<file path="src/rtl/wfg_uart_wb_master.sv">
// UART (8N1) to Wishbone classic bridge master: framed 'W'/'R' commands in, 'K'/'E' status
// plus read data out. Single outstanding bus cycle, half-duplex framing.
module wfg_uart_wb_master #(
  parameter int BUSW          = 32,
  parameter int CLKS_PER_BIT  = 217,
  parameter int ACK_TIMEOUT   = 1024,
  parameter int FRAME_TIMEOUT = 250000
) (
  input  logic            io_wbs_clk,
  input  logic            io_wbs_rst_n,
  input  logic            uart_rx_i,
  output logic            uart_tx_o,
  output logic [BUSW-1:0] wbm_adr_o,
  output logic [BUSW-1:0] wbm_datwr_o,
  input  logic [BUSW-1:0] wbm_datrd_i,
  output logic            wbm_we_o,
  output logic            wbm_stb_o,
  output logic            wbm_cyc_o,
  input  logic            wbm_ack_i,
  output logic            busy_o
);
  localparam int CW = $clog2(CLKS_PER_BIT + 1);
  localparam int AW = $clog2(ACK_TIMEOUT + 1);
  localparam int GW = $clog2(FRAME_TIMEOUT + 1);
  localparam logic [CW-1:0] BIT_END  = CW'(CLKS_PER_BIT - 1);
  localparam logic [CW-1:0] HALF_END = CW'(CLKS_PER_BIT / 2 - 1);
  localparam logic [AW-1:0] ACK_END  = AW'(ACK_TIMEOUT - 1);
  localparam logic [GW-1:0] GAP_END  = GW'(FRAME_TIMEOUT);

  typedef enum logic [1:0] {RX_IDLE, RX_START, RX_DATA, RX_STOP} rx_state_e;
  typedef enum logic [2:0] {S_IDLE, S_ADDR, S_DATA, S_BUS, S_RESP} state_e;

  rx_state_e rx_st_q;
  logic          rx_meta_q, rx_sync_q, rx_prev_q, rx_valid_q;
  logic [CW-1:0] rx_cnt_q;
  logic [2:0]    rx_bit_q;
  logic [7:0]    rx_shift_q;

  // RX sampler runs in every parser state so it never loses bit alignment
  always_ff @(posedge io_wbs_clk or negedge io_wbs_rst_n) begin
    if (!io_wbs_rst_n) begin
      rx_meta_q  <= 1'b1;
      rx_sync_q  <= 1'b1;
      rx_prev_q  <= 1'b1;
      rx_st_q    <= RX_IDLE;
      rx_cnt_q   <= '0;
      rx_bit_q   <= '0;
      rx_shift_q <= '0;
      rx_valid_q <= 1'b0;
    end else begin
      rx_meta_q  <= uart_rx_i;
      rx_sync_q  <= rx_meta_q;
      rx_prev_q  <= rx_sync_q;
      rx_valid_q <= 1'b0;
      case (rx_st_q)
        RX_IDLE: if (rx_prev_q && !rx_sync_q) begin
          rx_st_q  <= RX_START;
          rx_cnt_q <= '0;
        end
        RX_START: if (rx_cnt_q == HALF_END) begin
          rx_cnt_q <= '0;
          rx_bit_q <= '0;
          rx_st_q  <= rx_sync_q ? RX_IDLE : RX_DATA;
        end else rx_cnt_q <= rx_cnt_q + CW'(1);
        RX_DATA: if (rx_cnt_q == BIT_END) begin
          rx_cnt_q   <= '0;
          rx_shift_q <= {rx_sync_q, rx_shift_q[7:1]};
          rx_bit_q   <= rx_bit_q + 3'd1;
          if (rx_bit_q == 3'd7) rx_st_q <= RX_STOP;
        end else rx_cnt_q <= rx_cnt_q + CW'(1);
        default: if (rx_cnt_q == BIT_END) begin
          rx_cnt_q   <= '0;
          rx_valid_q <= rx_sync_q;
          rx_st_q    <= RX_IDLE;
        end else rx_cnt_q <= rx_cnt_q + CW'(1);
      endcase
    end
  end

  state_e state_q, state_d;
  logic            we_q, we_d, cyc_q, cyc_d, ok_q, ok_d, tx_q, tx_d;
  logic [BUSW-1:0] adr_q, adr_d, datwr_q, datwr_d, rd_q, rd_d;
  logic [1:0]      byte_cnt_q, byte_cnt_d;
  logic [GW-1:0]   gap_q, gap_d;
  logic [AW-1:0]   ack_cnt_q, ack_cnt_d;
  logic [CW-1:0]   tx_cnt_q, tx_cnt_d;
  logic [3:0]      tx_bit_q, tx_bit_d;
  logic [2:0]      tx_idx_q, tx_idx_d, tx_last;
  logic [7:0]      tx_byte;
  logic [9:0]      tx_frame;

  always_ff @(posedge io_wbs_clk or negedge io_wbs_rst_n) begin
    if (!io_wbs_rst_n) begin
      state_q    <= S_IDLE;
      we_q       <= 1'b0;
      cyc_q      <= 1'b0;
      ok_q       <= 1'b0;
      tx_q       <= 1'b1;
      adr_q      <= '0;
      datwr_q    <= '0;
      rd_q       <= '0;
      byte_cnt_q <= '0;
      gap_q      <= '0;
      ack_cnt_q  <= '0;
      tx_cnt_q   <= '0;
      tx_bit_q   <= '0;
      tx_idx_q   <= '0;
    end else begin
      state_q    <= state_d;
      we_q       <= we_d;
      cyc_q      <= cyc_d;
      ok_q       <= ok_d;
      tx_q       <= tx_d;
      adr_q      <= adr_d;
      datwr_q    <= datwr_d;
      rd_q       <= rd_d;
      byte_cnt_q <= byte_cnt_d;
      gap_q      <= gap_d;
      ack_cnt_q  <= ack_cnt_d;
      tx_cnt_q   <= tx_cnt_d;
      tx_bit_q   <= tx_bit_d;
      tx_idx_q   <= tx_idx_d;
    end
  end

  // Response byte 0 is the status, bytes 1..4 the captured read word MSB first
  always_comb begin
    case (tx_idx_q)
      3'd0:    tx_byte = ok_q ? 8'h4B : 8'h45;
      3'd1:    tx_byte = rd_q[31:24];
      3'd2:    tx_byte = rd_q[23:16];
      3'd3:    tx_byte = rd_q[15:8];
      default: tx_byte = rd_q[7:0];
    endcase
    tx_frame = {1'b1, tx_byte, 1'b0};
    tx_last  = (ok_q && !we_q) ? 3'd4 : 3'd0;
  end

  always_comb begin
    state_d    = state_q;
    we_d       = we_q;
    cyc_d      = cyc_q;
    ok_d       = ok_q;
    adr_d      = adr_q;
    datwr_d    = datwr_q;
    rd_d       = rd_q;
    byte_cnt_d = byte_cnt_q;
    gap_d      = gap_q;
    ack_cnt_d  = ack_cnt_q;
    tx_cnt_d   = tx_cnt_q;
    tx_bit_d   = tx_bit_q;
    tx_idx_d   = tx_idx_q;
    tx_d       = (state_q == S_RESP) ? tx_frame[tx_bit_q] : 1'b1;
    case (state_q)
      S_IDLE: if (rx_valid_q && (rx_shift_q == 8'h57 || rx_shift_q == 8'h52)) begin
        we_d       = (rx_shift_q == 8'h57);
        state_d    = S_ADDR;
        byte_cnt_d = '0;
        gap_d      = '0;
      end
      S_ADDR, S_DATA: begin
        if (rx_valid_q) begin
          gap_d      = '0;
          byte_cnt_d = byte_cnt_q + 2'd1;
          if (state_q == S_ADDR) adr_d = {adr_q[BUSW-9:0], rx_shift_q};
          else                   datwr_d = {datwr_q[BUSW-9:0], rx_shift_q};
          if (byte_cnt_q == 2'd3) begin
            if (state_q == S_ADDR && we_q) begin
              state_d = S_DATA;
            end else begin
              state_d   = S_BUS;
              cyc_d     = 1'b1;
              ack_cnt_d = '0;
            end
          end
        end else if (gap_q == GAP_END) begin
          state_d = S_IDLE;
        end else begin
          gap_d = gap_q + GW'(1);
        end
      end
      S_BUS: begin
        if (wbm_ack_i || ack_cnt_q == ACK_END) begin
          cyc_d    = 1'b0;
          ok_d     = wbm_ack_i;
          state_d  = S_RESP;
          tx_cnt_d = '0;
          tx_bit_d = '0;
          tx_idx_d = '0;
          if (wbm_ack_i) rd_d = wbm_datrd_i;
        end else begin
          ack_cnt_d = ack_cnt_q + AW'(1);
        end
      end
      S_RESP: begin
        if (tx_cnt_q == BIT_END) begin
          tx_cnt_d = '0;
          if (tx_bit_q == 4'd9) begin
            tx_bit_d = '0;
            if (tx_idx_q == tx_last) state_d = S_IDLE;
            else                     tx_idx_d = tx_idx_q + 3'd1;
          end else begin
            tx_bit_d = tx_bit_q + 4'd1;
          end
        end else begin
          tx_cnt_d = tx_cnt_q + CW'(1);
        end
      end
      default: state_d = S_IDLE;
    endcase
  end

  assign uart_tx_o   = tx_q;
  assign wbm_adr_o   = adr_q;
  assign wbm_datwr_o = datwr_q;
  assign wbm_cyc_o   = cyc_q;
  assign wbm_stb_o   = cyc_q;
  assign wbm_we_o    = cyc_q & we_q;
  assign busy_o      = (state_q != S_IDLE);
endmodule

</file>
<file path="config.mk">
export PLATFORM = sky130hd
export DESIGN_NAME = wfg_uart_wb_master
export DESIGN_NICKNAME = d
export VERILOG_FILES = /design/src/rtl/wfg_uart_wb_master.sv
export SDC_FILE = /design/constraint.sdc
export NUM_CORES = 1
export LEC_CHECK = 0
export CORE_MARGIN = 2
export CORE_UTILIZATION = 40
export DETAILED_ROUTE_END_ITERATION = 12
export PLACE_DENSITY_LB_ADDON = 0.2
export SYNTH_ARGS = -nofsm -noshare
export SYNTH_HDL_FRONTEND = slang
export SYNTH_SLANG_ARGS = --single-unit
</file>
<file path="constraint.sdc">
create_clock -name io_wbs_clk -period 5.54 [get_ports io_wbs_clk]
set_input_delay 1.108 -clock io_wbs_clk [delete_from_list [all_inputs] [get_ports io_wbs_clk]]
set_output_delay 1.108 -clock io_wbs_clk [all_outputs]
set_load 0.01 [all_outputs]
</file>
==> flow_summary.yaml <==
critical_path:
  crit_chain: "nor2_1, nand2_1, clkdlybuf4s50_1"
  cp_data_required_time_ns: 4.43
  startpoint: "state_q[0]$_DFFE_PN0P_"
  crit_family: "flip-flops"
  slowest_delay_ns: 0.69
  worstPathMaxFanout: 15
  setup.worst_path.end_class: "primary output"
  crit_type: "reg -> out"
  reg2reg_from: "tx_idx_q[2]$_DFFE_PN0P_"
  cp_slowest_cell: "dfrtp_1"
  critPathArrivalTime_ns: 1.98
  start_kind: "flip-flop"
  worst-path-buf-inv: 1
timing:
  finalHoldViolations: 0
  timing.final.ws_setup_ns: 2.46
  slew_headroom_pct: 43.1
  finClkSkew_ns: 0.00901
  setup_viol: 0
  worst_pin_slew_ns: 0.853
  fin_crit_sh_pct: 55.7
  fin_setup_tns_ns: 0
  fmax_mhz: 324
  period_needed_ns: 3.08
  slew_viol_final: 0
  rsz0062_at_grt: "no"
route:
  drt_iter0_drc: 221
  routed_wl_um: 17300
  viasPerCell: 5.33
  dr_total_vias: 5623
  drtPass1Iterations: 5
  drc_errors: 0
  ant_nets: 0
  wl_per_cell_um: 16.4
place:
  place_hpwl_um: 11900
  io_buffer_count: 104
  postPlaceCellArea_um2: 9340
  gp_congestion: 0.835
  place_ws_ns: 2.69
yosys:
  yosys.area_share.simple_pct: 13.4
  ys.flop_type: "dfrtp_1"
  yosys_register_bits: 174
  ys_seq_area_share_pct: 54.0
  synthMostInstantiatedCell: "dfrtp_1"
  synthMuxAreaShare_pct: 15.3
  async_flop_share_pct: 100
  synth-xor-area-share_pct: 2.61
  netlist_area_um2: 8070
  yosysTopAreaCell: "dfrtp_1"
  synth_area_leaders: "dfrtp_1, mux2_2, ha_1"
  synth_top_family_by_area: "multiplexers"
  synth_compound_area_share_pct: 8.92
  synth_top_area_share_pct: 52.7
  synth_edf_count: 0
  synth-adder-area-share_pct: 2.64
  yosysUniqueCellTypes: 73
  syn_area_per_cell_um2: 12.0
  synth_cells: 675
  synth_nets: 728
  yosys_warnings: 0
  synthTopCellsByCount: "dfrtp_1, mux2_2, nand2_1"
power_and_ir_drop:
  p_per_area_nw_per_um2: 267
  power_uw: 2650
  switching_power_uw: 688
  ir_worst_vdd_mv: 0.206
  combPwrFrac_pct: 5.9
  p_leak_uw: 0.00445
  power.internal_uw: 1970
  sequentialPowerShare_pct: 49.7
  swShare_pct: 25.9
  p_clk_share_pct: 44.5
layout:
  n_antenna_cell: 0
  synthToLayoutAreaGrowth_pct: 23.2
  final_area_um2: 9940
  post-route-util_pct: 50.6
  layout-drive-gt1-share_pct: 21.3
  fin_nets: 830
clock_tree:
  clock_sinks: 174
  clk_latency_ns: 0.42
  post_cts_resized: 0
  cts_max_level: 4
  cts_tree: "built"
  cts-root-buf: "clkbuf_16"
  clkTransAtPathRegs_ns: 0.07
  cts_buffers: 17
  postCtsSetupRepairBufs: 0
  clockBufferDepth: 2
  postCtsHoldBufs: 0
floorplanning:
  rows: 51
  die_w_um: 146
  ios: 105
  die_area_um2: 21300
  core_area_um2: 19700
  start_util_pct: 41.0
  dieHeight_um: 146
status:
  status: "completed"
global_route:
  grt_pass1_vias: 5814
  grt_pass1_wl_um: 29700
  overflow: 0
  grt_antenna_before_repair: 0
  grt_max_degree: 94
  grtUsageTotal_pct: 16.9
job:
  maxCapViolCount: 0
worst_hold_path:
  min_path_type: "reg -> reg"
  hold_start: "rx_meta_q$_DFF_PN1_"
## placed cells by master (no fill, tap or decap), types with 7 or more instances in the layout
cell,count
clkbuf_16,17
o31ai_1,9
a21oi_1,14
nor2_1,42
nand3_1,18
inv_1,23
xnor2_1,16
dfrtp_1,170
nand4_1,14
mux2_2,103
nor3_1,10
and2_1,7
nand2_1,43
nor2b_1,7
ha_1,17
o21ai_0,41
xor2_1,8
clkdlybuf4s50_1,103
## registers in the layout, summed over array words and instances, names as in the netlist, 4 cells and up
| register | cells |
|---|---|
| rx_shift_q | 8 |
| wbm_adr_o | 32 |
| gap_q | 18 |
| rx_cnt_q | 8 |
| rd_q | 32 |
| tx_cnt_q | 8 |
| tx_bit_q | 4 |
| ack_cnt_q | 11 |
| wbm_datwr_o | 32 |
## per-stage QoR
step | instances | hold slack, ns
after floorplan | 675 | 0.345
after global placement | 1023 | 0.346
after detailed placement | 1023 | 0.349
after CTS | 1055 | 0.360
after global routing | 1055 | 0.366
final | 1055 | 0.359
## path summary, 6_finish.rpt
kind | endpoint | slack [ns] | cells past startpoint
max | busy_o | 2.46 | 3
min | rx_sync_q$_DFF_PN1_ | 0.36 | 0
min in group asynchronous | ack_cnt_q[5]$_DFFE_PN0P_ | 0.77 | 1
max in group asynchronous | tx_cnt_q[4]$_DFFE_PN0P_ | 3.55 | 2
min reg2reg | rx_sync_q$_DFF_PN1_ | 0.36 | 0
max reg2reg | uart_tx_o$_DFF_PN1_ | 2.88 | 8
## worst reg2reg max path: stages, from the launching register on
cell and delay (ns):
dfrtp_1 0.51, inv_1 0.10, ha_1 0.37, or4_4 0.47
nand2_2 0.12, a31oi_1 0.07, a2111oi_0 0.44, nor3_1 0.11
o311ai_1 0.35
## area by class of cell
class | count | area [µm²]
Clock buffer | 17 | 425
Clock inverter | 15 | 170
Fill cell | 1764 | 9720
Inverter | 24 | 90.1
Multi-Input combinational cell | 450 | 3470
Sequential cell | 174 | 4360
Tap cell | 265 | 332
Timing Repair Buffer | 110 | 1090
## per-layer routing
layer	part of all wire, %	track usage [%]	vias to the layer above
met5	0	0	-
met2	49	28.2	126
met4	1.1	4.37	0
li1	-	-	2642
met3	4.8	4.91	16
met1	45	21.7	2839
## power by group through the flow
stage | logic, µW | clock network, µW | registers [µW]
2_1_floorplan | 94.1 | 0 | 1340
3_3_place_gp | 150 | 0 | 1340
3_5_place_dp | 159 | 0 | 1340
4_1_cts | 160 | 1220 | 1320
5_1_grt | 183 | 1280 | 1320
6_report | 155 | 1180 | 1320
## cell families (layout without fill, tap and decap cells)
logic type | count (synthesis) | after routing
buffers and inverters | 51 | 166
muxes | 110 | 110
xor gates and xnor gates | 24 | 24
and+or+nand+nor | 194 | 194
AOI/OAI and AO/OA | 105 | 105
adders and majority gates | 17 | 17
DFF | 174 | 174
No activity file was read; power rests on OpenSTA's default activity.
==> edit 1: new RTL, config.mk and constraints unchanged <==
Take the reset off `rd_q` and load it in a clocked block of its own.
--- a/src/rtl/wfg_uart_wb_master.sv
+++ b/src/rtl/wfg_uart_wb_master.sv
@@ -98,7 +98,6 @@
       tx_q       <= 1'b1;
       adr_q      <= '0;
       datwr_q    <= '0;
-      rd_q       <= '0;
       byte_cnt_q <= '0;
       gap_q      <= '0;
       ack_cnt_q  <= '0;
@@ -113,7 +112,6 @@
       tx_q       <= tx_d;
       adr_q      <= adr_d;
       datwr_q    <= datwr_d;
-      rd_q       <= rd_d;
       byte_cnt_q <= byte_cnt_d;
       gap_q      <= gap_d;
       ack_cnt_q  <= ack_cnt_d;
@@ -121,6 +119,10 @@
       tx_bit_q   <= tx_bit_d;
       tx_idx_q   <= tx_idx_d;
     end
+  end
+
+  always_ff @(posedge io_wbs_clk) begin
+    rd_q <= rd_d;
   end
 
   // Response byte 0 is the status, bytes 1..4 the captured read word MSB first
Function: no difference found for any inputs over 10 cycles, from zero or initial values and one cycle with io_wbs_rst_n low; that may be too few to reach the edited logic, so the function may still have changed.
==> edit 1 against the unedited design <==
Worst hold slack got worse by 0.0016 ns. Critical path depth decreased by 1. Synthesized area decreased by 1.5%. Sequential cell count unchanged. Die area decreased by 1.5%. Routed wire length decreased by 4.9%. Sequential power increased by 3%. Setup slack got worse by 0.034 ns. Total power increased by 2.2%. Design area decreased by 1.1%. Register-to-register slack improved by 0.17 ns. Highest routed layer unchanged.
==> edit 1: results (changes against the unedited design) <==
grt_util_all_layers_pct: 16.5  # was 16.9%
postSynth.asyncResetShare_pct: 81.6  # was 100%
timing.clock.skew_ns: 0.0171  # was 0.00901 ns
critical_path_peak_fanout: 13  # was 15
post_drt_wl_per_cell_um: 16.0  # was 16.4 um
dr_total_vias: 5423  # was 5,623
syn-mean-instance-area_um2: 12.1  # was 12.0 um^2
maximum_number_of_pins_on_one_net_before_global_route_repair: 95  # was 94
synth_compound_gate_area_share_pct: 11.1  # was 8.92%
worst_r2r_startpoint: "gap_q[2]"  # was tx_idx_q[2]
count_of_routing_violations_after_the_opening_detailed_route_iteration: 291  # was 221
syn-num-nets: 707  # was 728
nets: 808  # was 830
timing.max_slew.rel_slack_pct: 30.1  # was 43.1%
yosysSeqAreaShare_pct: 56.9  # was 54.0%
synth_top_cells_by_count: "sky130_fd_sc_hd__dfrtp_1 (138), sky130_fd_sc_hd__mux2_2 (79), sky130_fd_sc_hd__o21ai_0 (53)"  # was sky130_fd_sc_hd__dfrtp_1 (170), sky130_fd_sc_hd__mux2_2 (103), sky130_fd_sc_hd__nand2_1 (43)
syn-cell-area_um2: 7950  # was 8070 um^2
drt_pre_antenna_iters: 4  # was 5
max-vdd-ir-drop_mv: 0.217  # was 0.206 mV
post_layout_nonfiller_instances: 1033  # was 1,055
power_leakage_nw: 4.07  # was 4.45 nW
detailed_place.area_um2: 9220  # was 9340 um^2
final.fill_count: 1722  # was 1,764
netlist-cell-type-count: 75  # was 73
synth.area.mux_share_pct: 11.3  # was 15.3%
cp_slowest_cell: "sky130_fd_sc_hd__dfrtp_1"  # unchanged
cell_types_with_the_largest_area_share_after_synthesis: "sky130_fd_sc_hd__dfrtp_1 (43%), sky130_fd_sc_hd__edfxtp_1 (12%), sky130_fd_sc_hd__mux2_2 (11%), sky130_fd_sc_hd__o21ai_0 (3.3%), sky130_fd_sc_hd__ha_1 (2.7%)"  # was sky130_fd_sc_hd__dfrtp_1 (53%), sky130_fd_sc_hd__mux2_2 (14%), sky130_fd_sc_hd__ha_1 (2.6%), sky130_fd_sc_hd__o21ai_0 (2.5%), sky130_fd_sc_hd__nand2_1 (2.0%)
post-cts-setup-buffer-count: 0  # unchanged
grt_pass1_vias: 5600  # was 5,814
worst_path_largest_cell_delay_ns: 0.55  # was 0.69 ns
gpl.final_weighted_congestion: 0.750  # was 0.835
ff2ff_path_depth: 5  # was 8
result_of_the_run: "finished clean"  # unchanged
hpwl_um: 11500  # was 11,900 um
layout-drive-gt1-share_pct: 19.5  # was 21.3%
synth-edff-count: 32  # was 0
synth_adder_area_share_pct: 2.68  # was 2.64%
timing.critical_path.arrival_ns: 2.01  # was 1.98 ns
dp_slack_ns: 2.59  # was 2.69 ns
synth_area_in_xor_xnor_pct: 1.54  # was 2.61%
==> edit 1: cell count changes in the layout (fill, tap and decap cells not counted), moves of 6 or more <==
cell	unedited run	this run
sky130_fd_sc_hd__xor2_1	8	1
sky130_fd_sc_hd__a21oi_1	14	20
sky130_fd_sc_hd__mux2_2	103	79
sky130_fd_sc_hd__o21ai_0	41	53
sky130_fd_sc_hd__o211ai_1	0	6
sky130_fd_sc_hd__edfxtp_1	0	32
sky130_fd_sc_hd__dfrtp_1	170	138
==> edit 1: worst paths after layout <==
check	endpoint	slack, ns
max in group asynchronous	gap_q[0]	3.61
hold reg to reg	rx_sync_q	0.36
hold / removal	rx_sync_q	0.36
min in group asynchronous	rx_cnt_q[6]	0.75
setup reg to reg	state_q[1]	3.05
setup / recovery	busy_o	2.42
==> edit 1: power by group <==
part | switching (W) | internal [W] | total [W]
Combinational | 0.0000841 | 0.0000718 | 0.000156
Clock | 0.000582 | 0.000614 | 0.00120
Sequential | 0.0000331 | 0.00133 | 0.00136
Total | 0.000699 | 0.00201 | 0.00271
==> edit 1: routing by layer <==
metal  GRT usage (%)  vias up  part of all wire, %
met4            5.35        0                  1.5
met1            21.8     2668                   46
met3            3.71       23                  4.2
li1                -     2605                    -
met5               0        -                    0
met2            27.2      127                   48
==> edit 1: cell type report <==
class	count	area (um^2)	share of cell area, %
Clock inverter	15	180	1.83
Multi-Input combinational cell	430	3200	32.5
Clock buffer	17	425	4.33
Inverter	22	82.6	0.841
Sequential cell	174	4520	46.0
Tap cell	265	332	3.38
Timing Repair Buffer	110	1090	11.1
==> edit 1: cell families after synthesis <==
| kind of cell | after synthesis |
|---|---|
| simple gates | 186 |
| compound gates | 133 |
| fa+ha+maj | 17 |
| flops | 174 |
| buf+inv | 50 |
| xor+xnor | 14 |
| mux | 80 |
==> edit 2: new RTL, config.mk and constraints unchanged <==
Without the edit above. `CLKS_PER_BIT`: 217 -> 434.
--- a/src/rtl/wfg_uart_wb_master.sv
+++ b/src/rtl/wfg_uart_wb_master.sv
@@ -2,7 +2,7 @@
 // plus read data out. Single outstanding bus cycle, half-duplex framing.
 module wfg_uart_wb_master #(
   parameter int BUSW          = 32,
-  parameter int CLKS_PER_BIT  = 217,
+  parameter int CLKS_PER_BIT  = 434,
   parameter int ACK_TIMEOUT   = 1024,
   parameter int FRAME_TIMEOUT = 250000
 ) (
Function: no difference found for any inputs over 10 cycles, from zero or initial values and one cycle with io_wbs_rst_n low; that may be too few to reach the edited logic, so the function may still have changed.
==> edit 2 against the unedited design <==
Core utilization decreased by 0.53 points. Non-clock buffer count fell by 1. Routed wire length grew 2.9%. Sequential cell count grew 2. Global-route usage increased by 0.28 points. Sequential share of layout area decreased by 0.17 points. Setup slack improved by 0.026 ns. Maximum frequency is 0.84% higher. Total power is 1.7% higher. Design area rose by 1.5%. Synthesized area grew 1.6%. Critical path depth unchanged. Final cell count grew 2.7%. Worst hold slack better by 0.0036 ns. Critical path type unchanged. Largest power group unchanged.
==> edit 2: results (changes against the unedited design) <==
netlist-cell-type-count: 64  # was 73
worst_path_largest_cell_delay_ns: 0.55  # was 0.69 ns
share_of_cell_area_taken_by_multi_input_logic_gates_pct: 35.7  # was 34.9%
drt_pre_antenna_iters: 7  # was 5
count_of_routing_violations_after_the_opening_detailed_route_iteration: 352  # was 221
hold-worst-slack_ns: 0.362  # was 0.359 ns
seq-power_w: 0.00136  # was 0.00132 W
layout.nonclk_buf_share_pct: 10.7  # was 10.9%
finalInstanceArea_um2: 10100  # was 9940 um^2
worst_reg2reg_path_endpoint: "state_q[1]"  # was uart_tx_o
hpwl_um: 12300  # was 11,900 um
syn-num-nets: 752  # was 728
cell_types_with_the_largest_area_share_after_synthesis: "sky130_fd_sc_hd__dfrtp_1 (53%), sky130_fd_sc_hd__mux2_2 (15%), sky130_fd_sc_hd__o21ai_0 (2.9%), sky130_fd_sc_hd__ha_1 (2.7%), sky130_fd_sc_hd__nand2_1 (2.3%)"  # was sky130_fd_sc_hd__dfrtp_1 (53%), sky130_fd_sc_hd__mux2_2 (14%), sky130_fd_sc_hd__ha_1 (2.6%), sky130_fd_sc_hd__o21ai_0 (2.5%), sky130_fd_sc_hd__nand2_1 (2.0%)
timing.critical_path.arrival_ns: 1.95  # was 1.98 ns
final.signal_inverter_count: 18  # was 24
cpLargestDelayFamily: "buffers and inverters"  # was flip-flops
timing.final.crit_share_pct: 55.2  # was 55.7%
layout-drive-gt1-share_pct: 21.0  # was 21.3%
worst_r2r_startpoint: "tx_cnt_q[1]"  # was tx_idx_q[2]
per_cell_via_count_in_the_routed_design: 5.26  # was 5.33
drt_wl_total_um: 17800  # was 17,300 um
result_of_the_run: "finished clean"  # unchanged
non_clock_buffer_count: 109  # was 110
power_leakage_nw: 4.47  # was 4.45 nW
critical_path_peak_fanout: 13  # was 15
synth.ff_latch_count: 176  # was 174
num-multi-input-gates: 478  # was 450
timing_worst_slew_pin_value_ns: 1.20  # was 0.853 ns
max-vdd-ir-drop_mv: 0.179  # was 0.206 mV
grt_util_all_layers_pct: 17.2  # was 16.9%
syn-mean-instance-area_um2: 11.7  # was 12.0 um^2
power.internal_w: 0.00200  # was 0.00197 W
grt_pass1_vias: 5748  # was 5,814
worst_setup_path_startpoint: "state_q[1]"  # was state_q[0]
detailed_place.area_um2: 9500  # was 9340 um^2
final.fill_count: 1830  # was 1,764
timing.clock.skew_ns: 0.0140  # was 0.00901 ns
-- edit 2: cell count changes in the layout (fill, tap and decap cells not counted), moves of 7 or more --
cell / delta
sky130_fd_sc_hd__nand2_1: +7
sky130_fd_sc_hd__nand4_1: -7
sky130_fd_sc_hd__nor2_1: +8
sky130_fd_sc_hd__nor3_1: +9
sky130_fd_sc_hd__o21ai_0: +7
-- edit 2: cells by family after synthesis --
kind of cell | after synthesis | synth area share [%]
flip-flops | 176 | 53.8
adder cells (fa/ha/maj) | 18 | 2.75
XOR/XNOR | 21 | 2.25
multiplexers | 114 | 15.6
AO/OA/AOI/OAI | 118 | 9.85
buffers and inverters | 44 | 2.31
AND/OR/NAND/NOR | 207 | 13.4
-- edit 2: routing by layer --
layer | vias to the layer above | part of all wire [%] | global-route usage (%)
met5 | - | 0 | 0
met3 | 16 | 4.5 | 4.78
met1 | 2843 | 48 | 24.3
met4 | 0 | 1.2 | 4.28
li1 | 2731 | - | -
met2 | 110 | 46 | 26.3
